## config.mk

```make
export PLATFORM = sky130hd
export DESIGN_NAME = dcache_ctrl
export DESIGN_NICKNAME = d
export VERILOG_FILES = /design/src/rtl/dcache_pkg.sv /design/src/rtl/dcache_array.sv /design/src/rtl/dcache_ctrl.sv
export SDC_FILE = /design/constraint.sdc
export NUM_CORES = 1
export LEC_CHECK = 0
export BUFFER_PORTS_ARGS = -buffer_cell sky130_fd_sc_hd__buf_2
export CAP_MARGIN = 5
export CORE_UTILIZATION = 45
export DETAILED_ROUTE_END_ITERATION = 10
export PLACE_DENSITY_LB_ADDON = 0.3
export SLEW_MARGIN = 20
export SYNTH_ARGS = -nofsm -noshare
export SYNTH_HDL_FRONTEND = slang
export SYNTH_SLANG_ARGS = --single-unit
```

## constraint.sdc

```tcl
create_clock -name clk -period 3.7 [get_ports clk]
set_clock_uncertainty 0.2 [all_clocks]
set_input_delay 0.37 -clock clk [delete_from_list [all_inputs] [get_ports clk]]
set_output_delay 0.37 -clock clk [all_outputs]
set_load 0.05 [all_outputs]
```

## src/rtl/dcache_pkg.sv

```systemverilog
// Shared constants and FSM encoding for the direct-mapped write-back data cache.
package dcache_pkg;

  localparam int ADDR_W  = 32;
  localparam int WORD_W  = 32;
  localparam int LINE_W  = 128;
  localparam int OFF_LSB = 2;   // word offset starts above the byte bits
  localparam int OFF_W   = 2;   // four words per line
  localparam int IDX_LSB = 4;   // index starts above the 16-byte line offset

  typedef enum logic [1:0] {
    ST_COMPARE   = 2'd0,
    ST_WRITEBACK = 2'd1,
    ST_REFILL    = 2'd2
  } state_t;

  // Tag width left over once offset and index bits are removed from the address.
  function automatic int tag_width(input int num_lines);
    return ADDR_W - IDX_LSB - $clog2(num_lines);
  endfunction

endpackage

```

## src/rtl/dcache_array.sv

```systemverilog
// Tag/valid/dirty/data storage: asynchronous read, one word-write port, one line-write port.
module dcache_array
  import dcache_pkg::*;
#(
  parameter int NUM_LINES = 4,
  localparam int IDX_W = $clog2(NUM_LINES),
  localparam int TAG_W = tag_width(NUM_LINES)
) (
  input  logic              clk,
  input  logic              reset,
  // read port
  input  logic [IDX_W-1:0]  rd_idx,
  output logic              rd_valid,
  output logic              rd_dirty,
  output logic [TAG_W-1:0]  rd_tag,
  output logic [LINE_W-1:0] rd_line,
  // word write (store hit), marks the line dirty
  input  logic              ww_en,
  input  logic [IDX_W-1:0]  ww_idx,
  input  logic [OFF_W-1:0]  ww_off,
  input  logic [WORD_W-1:0] ww_data,
  // line write (refill), marks the line valid and clean
  input  logic              lw_en,
  input  logic [IDX_W-1:0]  lw_idx,
  input  logic [TAG_W-1:0]  lw_tag,
  input  logic [LINE_W-1:0] lw_data
);

  logic [LINE_W-1:0]    data_q [NUM_LINES];
  logic [TAG_W-1:0]     tag_q  [NUM_LINES];
  logic [NUM_LINES-1:0] valid_q;
  logic [NUM_LINES-1:0] dirty_q;

  assign rd_valid = valid_q[rd_idx];
  assign rd_dirty = dirty_q[rd_idx];
  assign rd_tag   = tag_q[rd_idx];
  assign rd_line  = data_q[rd_idx];

  // Line status bits: cleared by reset, set by refill, dirtied by store hits.
  // NOTE: sequential state uses non-blocking (<=) so every flop samples pre-edge values.
  always_ff @(posedge clk or negedge reset) begin
    if (!reset) begin
      valid_q <= '0;
      dirty_q <= '0;
    end else begin
      if (lw_en) begin
        valid_q[lw_idx] <= 1'b1;
        dirty_q[lw_idx] <= 1'b0;
      end
      if (ww_en) dirty_q[ww_idx] <= 1'b1;
    end
  end

  // Tag and data payload writes.
  // NOTE: no reset on tag/data arrays; valid bits gate their use, and leaving them unreset lets them map to RAM.
  always_ff @(posedge clk) begin
    if (lw_en) begin
      data_q[lw_idx] <= lw_data;
      tag_q[lw_idx]  <= lw_tag;
    end
    if (ww_en) data_q[ww_idx][ww_off*WORD_W +: WORD_W] <= ww_data;
  end

endmodule

```

## src/rtl/dcache_ctrl.sv

```systemverilog
// Direct-mapped write-back, write-allocate data cache controller: FSM, memory interface, counters.
module dcache_ctrl
  import dcache_pkg::*;
#(
  parameter int NUM_LINES      = 4,
  parameter int WORDS_PER_LINE = 4
) (
  input  logic          clk,
  input  logic          reset,
  input  logic          cpu_req,
  input  logic          cpu_we,
  input  logic [31:0]   cpu_addr,
  input  logic [31:0]   cpu_wdata,
  output logic [31:0]   cpu_rdata,
  output logic          cpu_stall,
  output logic          mem_req,
  output logic          mem_we,
  output logic [31:0]   mem_addr,
  output logic [127:0]  mem_wdata,
  input  logic [127:0]  mem_rdata,
  input  logic          mem_ready,
  output logic [15:0]   hit_cnt,
  output logic [15:0]   miss_cnt
);

  localparam int IDX_W    = $clog2(NUM_LINES);
  localparam int TAG_W    = tag_width(NUM_LINES);
  localparam int OFF_BITS = $clog2(WORDS_PER_LINE);

  // Address fields of the current CPU request.
  logic [TAG_W-1:0]    req_tag;
  logic [IDX_W-1:0]    req_idx;
  logic [OFF_BITS-1:0] req_off;
  logic [1:0]          unused_byte_bits;

  assign req_tag          = cpu_addr[ADDR_W-1 -: TAG_W];
  assign req_idx          = cpu_addr[IDX_LSB +: IDX_W];
  assign req_off          = cpu_addr[OFF_LSB +: OFF_BITS];
  assign unused_byte_bits = cpu_addr[1:0];

  state_t           state;
  logic [TAG_W-1:0] lat_tag;
  logic [IDX_W-1:0] lat_idx;
  logic             after_refill;  // first COMPARE cycle after a refill: completion, not a new hit

  logic              rd_valid, rd_dirty;
  logic [TAG_W-1:0]  rd_tag;
  logic [LINE_W-1:0] rd_line;
  logic              access, hit, ww_en, lw_en;

  assign access = (state == ST_COMPARE) && cpu_req;
  assign hit    = rd_valid && (rd_tag == req_tag);
  assign ww_en  = access && hit && cpu_we;
  assign lw_en  = (state == ST_REFILL) && mem_req && mem_ready;

  // Stall and load data are gated by reset so an idle, reset cache presents nothing.
  assign cpu_stall = reset && ((state != ST_COMPARE) || (cpu_req && !hit));
  assign cpu_rdata = (reset && access && hit && !cpu_we) ?
                     rd_line[req_off*WORD_W +: WORD_W] : '0;

  dcache_array #(.NUM_LINES(NUM_LINES)) u_array (
    .clk      (clk),
    .reset    (reset),
    .rd_idx   (req_idx),
    .rd_valid (rd_valid),
    .rd_dirty (rd_dirty),
    .rd_tag   (rd_tag),
    .rd_line  (rd_line),
    .ww_en    (ww_en),
    .ww_idx   (req_idx),
    .ww_off   (req_off),
    .ww_data  (cpu_wdata),
    .lw_en    (lw_en),
    .lw_idx   (lat_idx),
    .lw_tag   (lat_tag),
    .lw_data  (mem_rdata)
  );

  // Miss-handling FSM with registered memory-side outputs and performance counters.
  always_ff @(posedge clk or negedge reset) begin
    if (!reset) begin
      state        <= ST_COMPARE;
      mem_req      <= 1'b0;
      mem_we       <= 1'b0;
      mem_addr     <= '0;
      mem_wdata    <= '0;
      lat_tag      <= '0;
      lat_idx      <= '0;
      after_refill <= 1'b0;
      hit_cnt      <= '0;
      miss_cnt     <= '0;
    end else begin
      case (state)
        ST_COMPARE: begin
          after_refill <= 1'b0;
          if (cpu_req) begin
            if (hit) begin
              if (!after_refill) hit_cnt <= hit_cnt + 16'd1;
            end else begin
              miss_cnt  <= miss_cnt + 16'd1;
              lat_tag   <= req_tag;
              lat_idx   <= req_idx;
              mem_req   <= 1'b1;
              mem_wdata <= rd_line;
              if (rd_valid && rd_dirty) begin
                state    <= ST_WRITEBACK;
                mem_we   <= 1'b1;
                mem_addr <= {rd_tag, req_idx, {IDX_LSB{1'b0}}};
              end else begin
                state    <= ST_REFILL;
                mem_we   <= 1'b0;
                mem_addr <= {req_tag, req_idx, {IDX_LSB{1'b0}}};
              end
            end
          end
        end
        ST_WRITEBACK: begin
          if (mem_ready) begin
            state    <= ST_REFILL;
            mem_we   <= 1'b0;
            mem_addr <= {lat_tag, lat_idx, {IDX_LSB{1'b0}}};
          end
        end
        ST_REFILL: begin
          if (mem_ready) begin
            state        <= ST_COMPARE;
            mem_req      <= 1'b0;
            after_refill <= 1'b1;
          end
        end
        default: state <= ST_COMPARE;
      endcase
    end
  end

endmodule

```

**After elaboration in Yosys (flattened, before gate mapping)**

Memories as Yosys holds them, arrays and structs flattened.
Cells that the tools add are included.

- Flip-flop bits (word level): 233
- Logic and storage cells: 104
- Memories kept: 2
- RAM bits: 616

Memories:

| name | words | width | rd ports | clocked after memory_dff | write ports | line | source |
|---|---|---|---|---|---|---|---|
| u_array.data_q | 4 | 128 | 1 | 0 | 1 | dcache_array.sv:29 | `logic [LINE_W-1:0] data_q [NUM_LINES];` |
| u_array.tag_q | 4 | 26 | 1 | 0 | 1 | dcache_array.sv:30 | `logic [TAG_W-1:0] tag_q [NUM_LINES];` |

- Mux-type cells: 39
- Add/subtract/negate cells: 3
- Bitwise operators: 6
- Shift operators: 3
- Reductions and logical operators: 28
- Order comparisons: 4
- Eq/ne operators: 7

Operators with widths:

| cell | count |
|---|---|
| 128-bit 2-to-1 mux | 3 |
| 32-bit 2-to-1 mux | 5 |
| 128-bit OR reduction | 1 |
| 32-bit by 34-bit variable shift with 128-bit output, first input constant | 1 |
| 128-bit by 8-bit variable part select with 32-bit output | 1 |
| 32-bit by 34-bit variable part select with 128-bit output | 1 |
| 32-bit case mux with 2 select lines | 1 |
| 7-bit negation with 34-bit output | 1 |
| 16-bit by 1-bit adder with 16-bit output, second input constant | 2 |
| 26-bit equality test | 1 |
| 4-bit AND reduction | 4 |
| 1-bit logical AND | 14 |
| 1-bit 2-to-1 mux | 14 |
| 2-bit 2-to-1 mux | 6 |
| 4-bit 2-to-1 mux | 2 |
| 2-bit inequality test, second input constant | 4 |
| 4-bit bitwise OR | 2 |
| 2-bit by 3-bit less-than comparator with 1-bit output, second input constant | 2 |
| 1-bit case mux with 2 select lines | 3 |
| 2-bit case mux with 3 select lines | 1 |
| 2-bit nonzero test | 3 |
| 4-bit AND | 1 |
| 1-bit binary-select mux with 2-bit select | 2 |
| 1-bit demux with 2-bit select | 2 |
| other kinds (10) | 13 |

**Longest topological paths before layout**

- Word-level depth: 9
- Gate-level depth with buffers: 15

**Modules after synthesis**

A second synthesis with hierarchy kept.

- Cells, all modules: 2915
- Area, all modules: 38748.4 um2

Modules (own cells, without submodules):

| module | area each (um2) | times used | cells an instance |
|---|---|---|---|
| dcache_array | 28508.6 | 1 | 2163 |
| dcache_ctrl | 10239.8 | 1 | 752 |

**Worst setup path before layout**

Ideal clock, no wire load.

- Path kind: in2reg
- Start: input port cpu_addr[5]
- End: memory u_array.data_q[2][0], enable pin
- Data arrival time: 3.332 ns
- Required time: 3.107 ns
- Setup time: 0.393 ns
- Stages: 11
- Slack: -0.225 ns
- Buffers on the path: 4
- Cell sequence: buf_6 > buf_4 > buf_2 > mux4_2 > xnor2_1 > nand4_1 > nor3_4 > nand4_1 > nor2_2 > buf_2 > o311a_1

- Word-level cells in the longest chain between the ends: 9
- Elaborated cells between the ends (all ways): 12

RTL lines:

| element | line | source |
|---|---|---|
| start, declared | dcache_ctrl.sv:12 | `input logic [31:0] cpu_addr,` |
| memory read 4 x 26 bit / 1-bit binary-select mux with 2-bit select (equally long branches) | n/a |  |
| 26-bit equality test / 1-bit 2-to-1 mux (equally long branches) | dcache_ctrl.sv:52, dcache_array.sv:34 |  |
| 1-bit logical AND | dcache_ctrl.sv:52 | `assign hit = rd_valid && (rd_tag == req_tag);` |
| 1-bit logical AND (2 in series) | dcache_ctrl.sv:53 | `assign ww_en = access && hit && cpu_we;` |
| 1-bit 2-to-1 mux | dcache_array.sv:61 | `if (ww_en) data_q[ww_idx][ww_off*WORD_W +: WORD_W] <= ww_data;` |
| 128-bit 2-to-1 mux (not written as such) | dcache_array.sv:61 |  |
| 128-bit OR reduction (no source line) | n/a |  |
| 2-bit 2-to-1 mux (no source line) / 128-bit 2-to-1 mux (equally long branches) | n/a |  |
| end, declared | dcache_array.sv:29 |  |

Several ways; a longest one is shown, not always the timed one. The select of a mux whose other input is x is not followed.

**Worst setup path after layout**

- Start: memory u_array.tag_q[0][5] in the netlist's numbering
- End: output port cpu_rdata[25]

- Word-level cells in the longest chain between the ends: 6

RTL lines:

| element | line | source |
|---|---|---|
| start, declared | dcache_array.sv:30 |  |
| memory read 4 x 26 bit | n/a |  |
| 26-bit equality test | dcache_ctrl.sv:52 |  |
| 1-bit logical AND | dcache_ctrl.sv:52 |  |
| 1-bit logical AND (2 in series) | dcache_ctrl.sv:58 | `assign cpu_rdata = (reset && access && hit && !cpu_we) ?` |
| 32-bit 2-to-1 mux | dcache_ctrl.sv:58 |  |
| end, declared | dcache_ctrl.sv:14 | `output logic [31:0] cpu_rdata,` |

Every way passes these cells.

==> results.yml <==
sta:
  max_freq_ghz: 0.251
  tightest_slew_ns: 0.822
  layout_worst_path_cycle_share: 1.08
  slew_viol_final: 0
  maxSlewHeadroom: 0.451
  rsz0062_at_grt: "true"
  finalHoldViolCount: 0
  setup_violations: 33
  worst_slack_ns: -0.286
  whs_ns: 0.00760
  fin_crit_ns: 3.99
grt:
  grt_pass1_vias: 23600
  grt-busiest-layer: "met2"
  antenna_found_initial: 8
  grt_util_met3: 0.0433
  use_met2: 0.427
  grt_pass1_wl_mm: 148
  grt_use_met1: 0.338
  grt_start_max_net_pins: 175
  grt-ovfl-total: 0
  grt_usage: 0.253
clock_network:
  clock_latency_ns: 0.64
  numClockSinks: 845
  cts_tree: "done"
  cts_root_buf: "clkbuf_16"
  htree_levels: 3
  ctsLongestPathBuffers: 3
  path_clk_slew_ns: 0.06
  numCtsBuffers: 88
synth:
  syn-instance-count: 2430
  async_reset_ff_frac: 0.271
  yosysMostFrequentCell: "nand2_1"
  ys_seq_area_frac: 0.687
  syn_area_mm2: 0.0353
  synth_area_leaders: "edfxtp_1 (52%), dfrtp_1 (16%), mux4_2 (11%)"
  yosysTopAreaCell: "edfxtp_1"
  synth_top_area_frac: 0.525
  ys_ff_latch: 845
  ys_top_cells_by_count: "nand2_1 (739), edfxtp_1 (616), dfrtp_1 (229)"
  yosys_warnings: 0
  avgSynthCellArea_um2: 14.5
  synthDistinctLibCells: 62
  synth_compound_area_frac: 0.0388
  synth.area.mux_share: 0.126
  synth_ff_type: "edfxtp_1"
  synth_adder_area_share: 0.00213
  synth_top_family_by_area: "multiplexers"
  synth_xor_area_frac: 0.0129
  synth_edf_count: 616
  synth-simple-area-share: 0.111
critical_path:
  r2r_end: "u_array.data_q[3][68]"
  r2r_slack_ns: 0.08
  endpoint_kind: "primary output"
  path_max_fanout: 32
  r2r-start: "u_array.tag_q[0][5]"
  critPathLaunchType: "register"
  required_ns: 3.13
  reg2reg_depth: 12
  cp.arrival_ns: 3.42
  path_class: "reg -> out"
detailed_routing:
  first_pass_iters: 6
  num_vias: 23300
  ant_nets: 0
  post_drt_wl_per_cell_um: 24.0
  drc: 0
  vias_per_cell: 5.54
  routed_wirelength_mm: 101
  drt_iter0_markers: 2261
power_and_ir_drop:
  p_switching_mw: 10.4
  peakVddDrop_mv: 0.632
  p_leak_nw: 17.8
  p_seq_frac: 0.428
  switching_share: 0.352
  pwr-share-comb: 0.269
  power.share.clock: 0.303
  intPower_mw: 19.2
  p_per_area_mw_per_mm2: 667
floorplanning:
  core_mm2: 0.0775
  ios: 424
  die-area_mm2: 0.0795
  rows: 102
  start_util: 0.455
  fp.dieW_um: 282
  dieHeight_um: 282
status:
  outcome: "complete, but fails checks"
  violations: "setup timing"
placed_design:
  dp_cells: 3867
  gp_congestion: 0.842
  portBuffers: 417
  place_ws_ns: -0.248
  dp_hpwl_mm: 64.9
finish:
  area_delta_synth_final_pct: 25.8
  layout-drive-gt1-share: 0.293
  final_net_count: 3284
  final_util: 0.573
  final_cells: 4199
hold_path:
  hp-start: "mem_rdata[72]"
  holdPathEnd: "u_array.data_q[0][72]"
  hp-class: "in -> reg"
  holdPathStages: 3
run:
  maxCapViolCount: 0
[layer usage]
| layer | wire [µm] | up-vias |
|---|---|---|
| met5 | 51 | - |
| met4 | 2580 | 8 |
| met3 | 7750 | 155 |
| met2 | 50100 | 1044 |
| met1 | 40200 | 11800 |
| li1 | - | 10200 |
[cells by family (layout without fill, tap and decap cells)]
kind of cell             Yosys count  count (layout)
adder cells (fa/ha/maj)            6               6
AO/OA/AOI/OAI                    216             216
buffers and inverters            160             883
XOR/XNOR                          52              52
AND/OR/NAND/NOR                  929             929
flip-flops                       845             845
other                              1               7
multiplexers                     221             221
[how the worst max path moves through the flow]
stage	startpoint	to	slack (ns)	cells past startpoint
after floorplan	cpu_addr[5]	cpu_rdata[10]	-0.1	11
after global placement	cpu_addr[5]	u_array.data_q[3][81]	-0.11	11
after detailed placement	cpu_addr[5]	u_array.data_q[0][8]	-0.25	11
after CTS	u_array.tag_q[2][5]	cpu_rdata[11]	-0.29	10
after global routing	u_array.tag_q[0][5]	cpu_rdata[10]	-0.40	10
final	u_array.tag_q[0][5]	cpu_rdata[25]	-0.29	10
[power by group through the flow]
stage / Clock (mW) / Combinational (mW) / Sequential [mW]
after global routing: 9.48 / 8.43 / 12.8
after floorplan: 0 / 2.41 / 15.6
after global placement: 0 / 7.71 / 12.7
final: 8.97 / 7.96 / 12.6
after CTS: 9.11 / 7.98 / 12.6
after detailed placement: 0 / 7.80 / 12.8
[worst max-delay path, cell delays in order (launching register included)]
cell and delay (ns):
edfxtp_1 0.38, mux2i_2 0.22, o2bb2ai_1 0.11, or4_1 0.51
a222oi_1 0.35, buf_4 0.19, and3_4 0.19, nand4b_1 0.15
buf_12 0.27, nor2b_1 0.17, buf_4 0.22
[stage by stage]
| step | cell area [µm²] | total power, mW | TNS, ns |
|---|---|---|---|
| after floorplan | 35300 | 18.0 | -2.86 |
| after global placement | 39500 | 20.4 | -29.77 |
| after detailed placement | 39500 | 20.6 | -115.72 |
| after CTS | 44300 | 29.7 | -8.50 |
| after global routing | 44400 | 30.7 | -12.05 |
| final | 44400 | 29.6 | -8.19 |
[registers in the layout (all words and copies together), names as in the netlist]
signal           count
miss_cnt            16
hit_cnt             16
u_array.dirty_q      4
mem_wdata          128
mem_addr            28
mem_we               1
u_array.data_q     512
u_array.tag_q      104
lat_tag             26
u_array.valid_q      4
mem_req              1
after_refill         1
lat_idx              2
state                2
[what timing repair did]
item	CTS	global route
pin swaps	1	0
cloned	1	0
setup buffers	4	3
hold endpoints to repair	525	0
setup endpoints to repair	33	37
hold buffers	155	0
gates resized for setup	59	14
[final cells by class]
cell class | instances | area, µm²
well taps | 1040 | 1300
clock inverters | 39 | 478
multi-input cells | 1428 | 10400
diodes | 3 | 7.51
fillers | 6082 | 33100
clock buffers | 126 | 2480
repair buffers | 706 | 5440
inverters | 12 | 45.0
flip-flops and latches | 845 | 24200
[placed cells by master, fill, tap and decap left out, drive strengths merged, types with 7 or more instances in the layout]
cell	n
dlygate4sd3	154
xnor2	39
nand2b	9
nor4	8
nand3	19
mux4	179
edfxtp	616
and4	7
a221o	26
nor2b	37
dfrtp	229
nand4	15
nor3	10
nand2	739
o21ai	135
clkinv	20
nor2	46
bufinv	8
xor2	13
mux2i	39
clkbuf	126
inv	18
or2	11
o311a	16
and3	7
buf	550
a21oi	13
(Power assumes the default switching activity.)
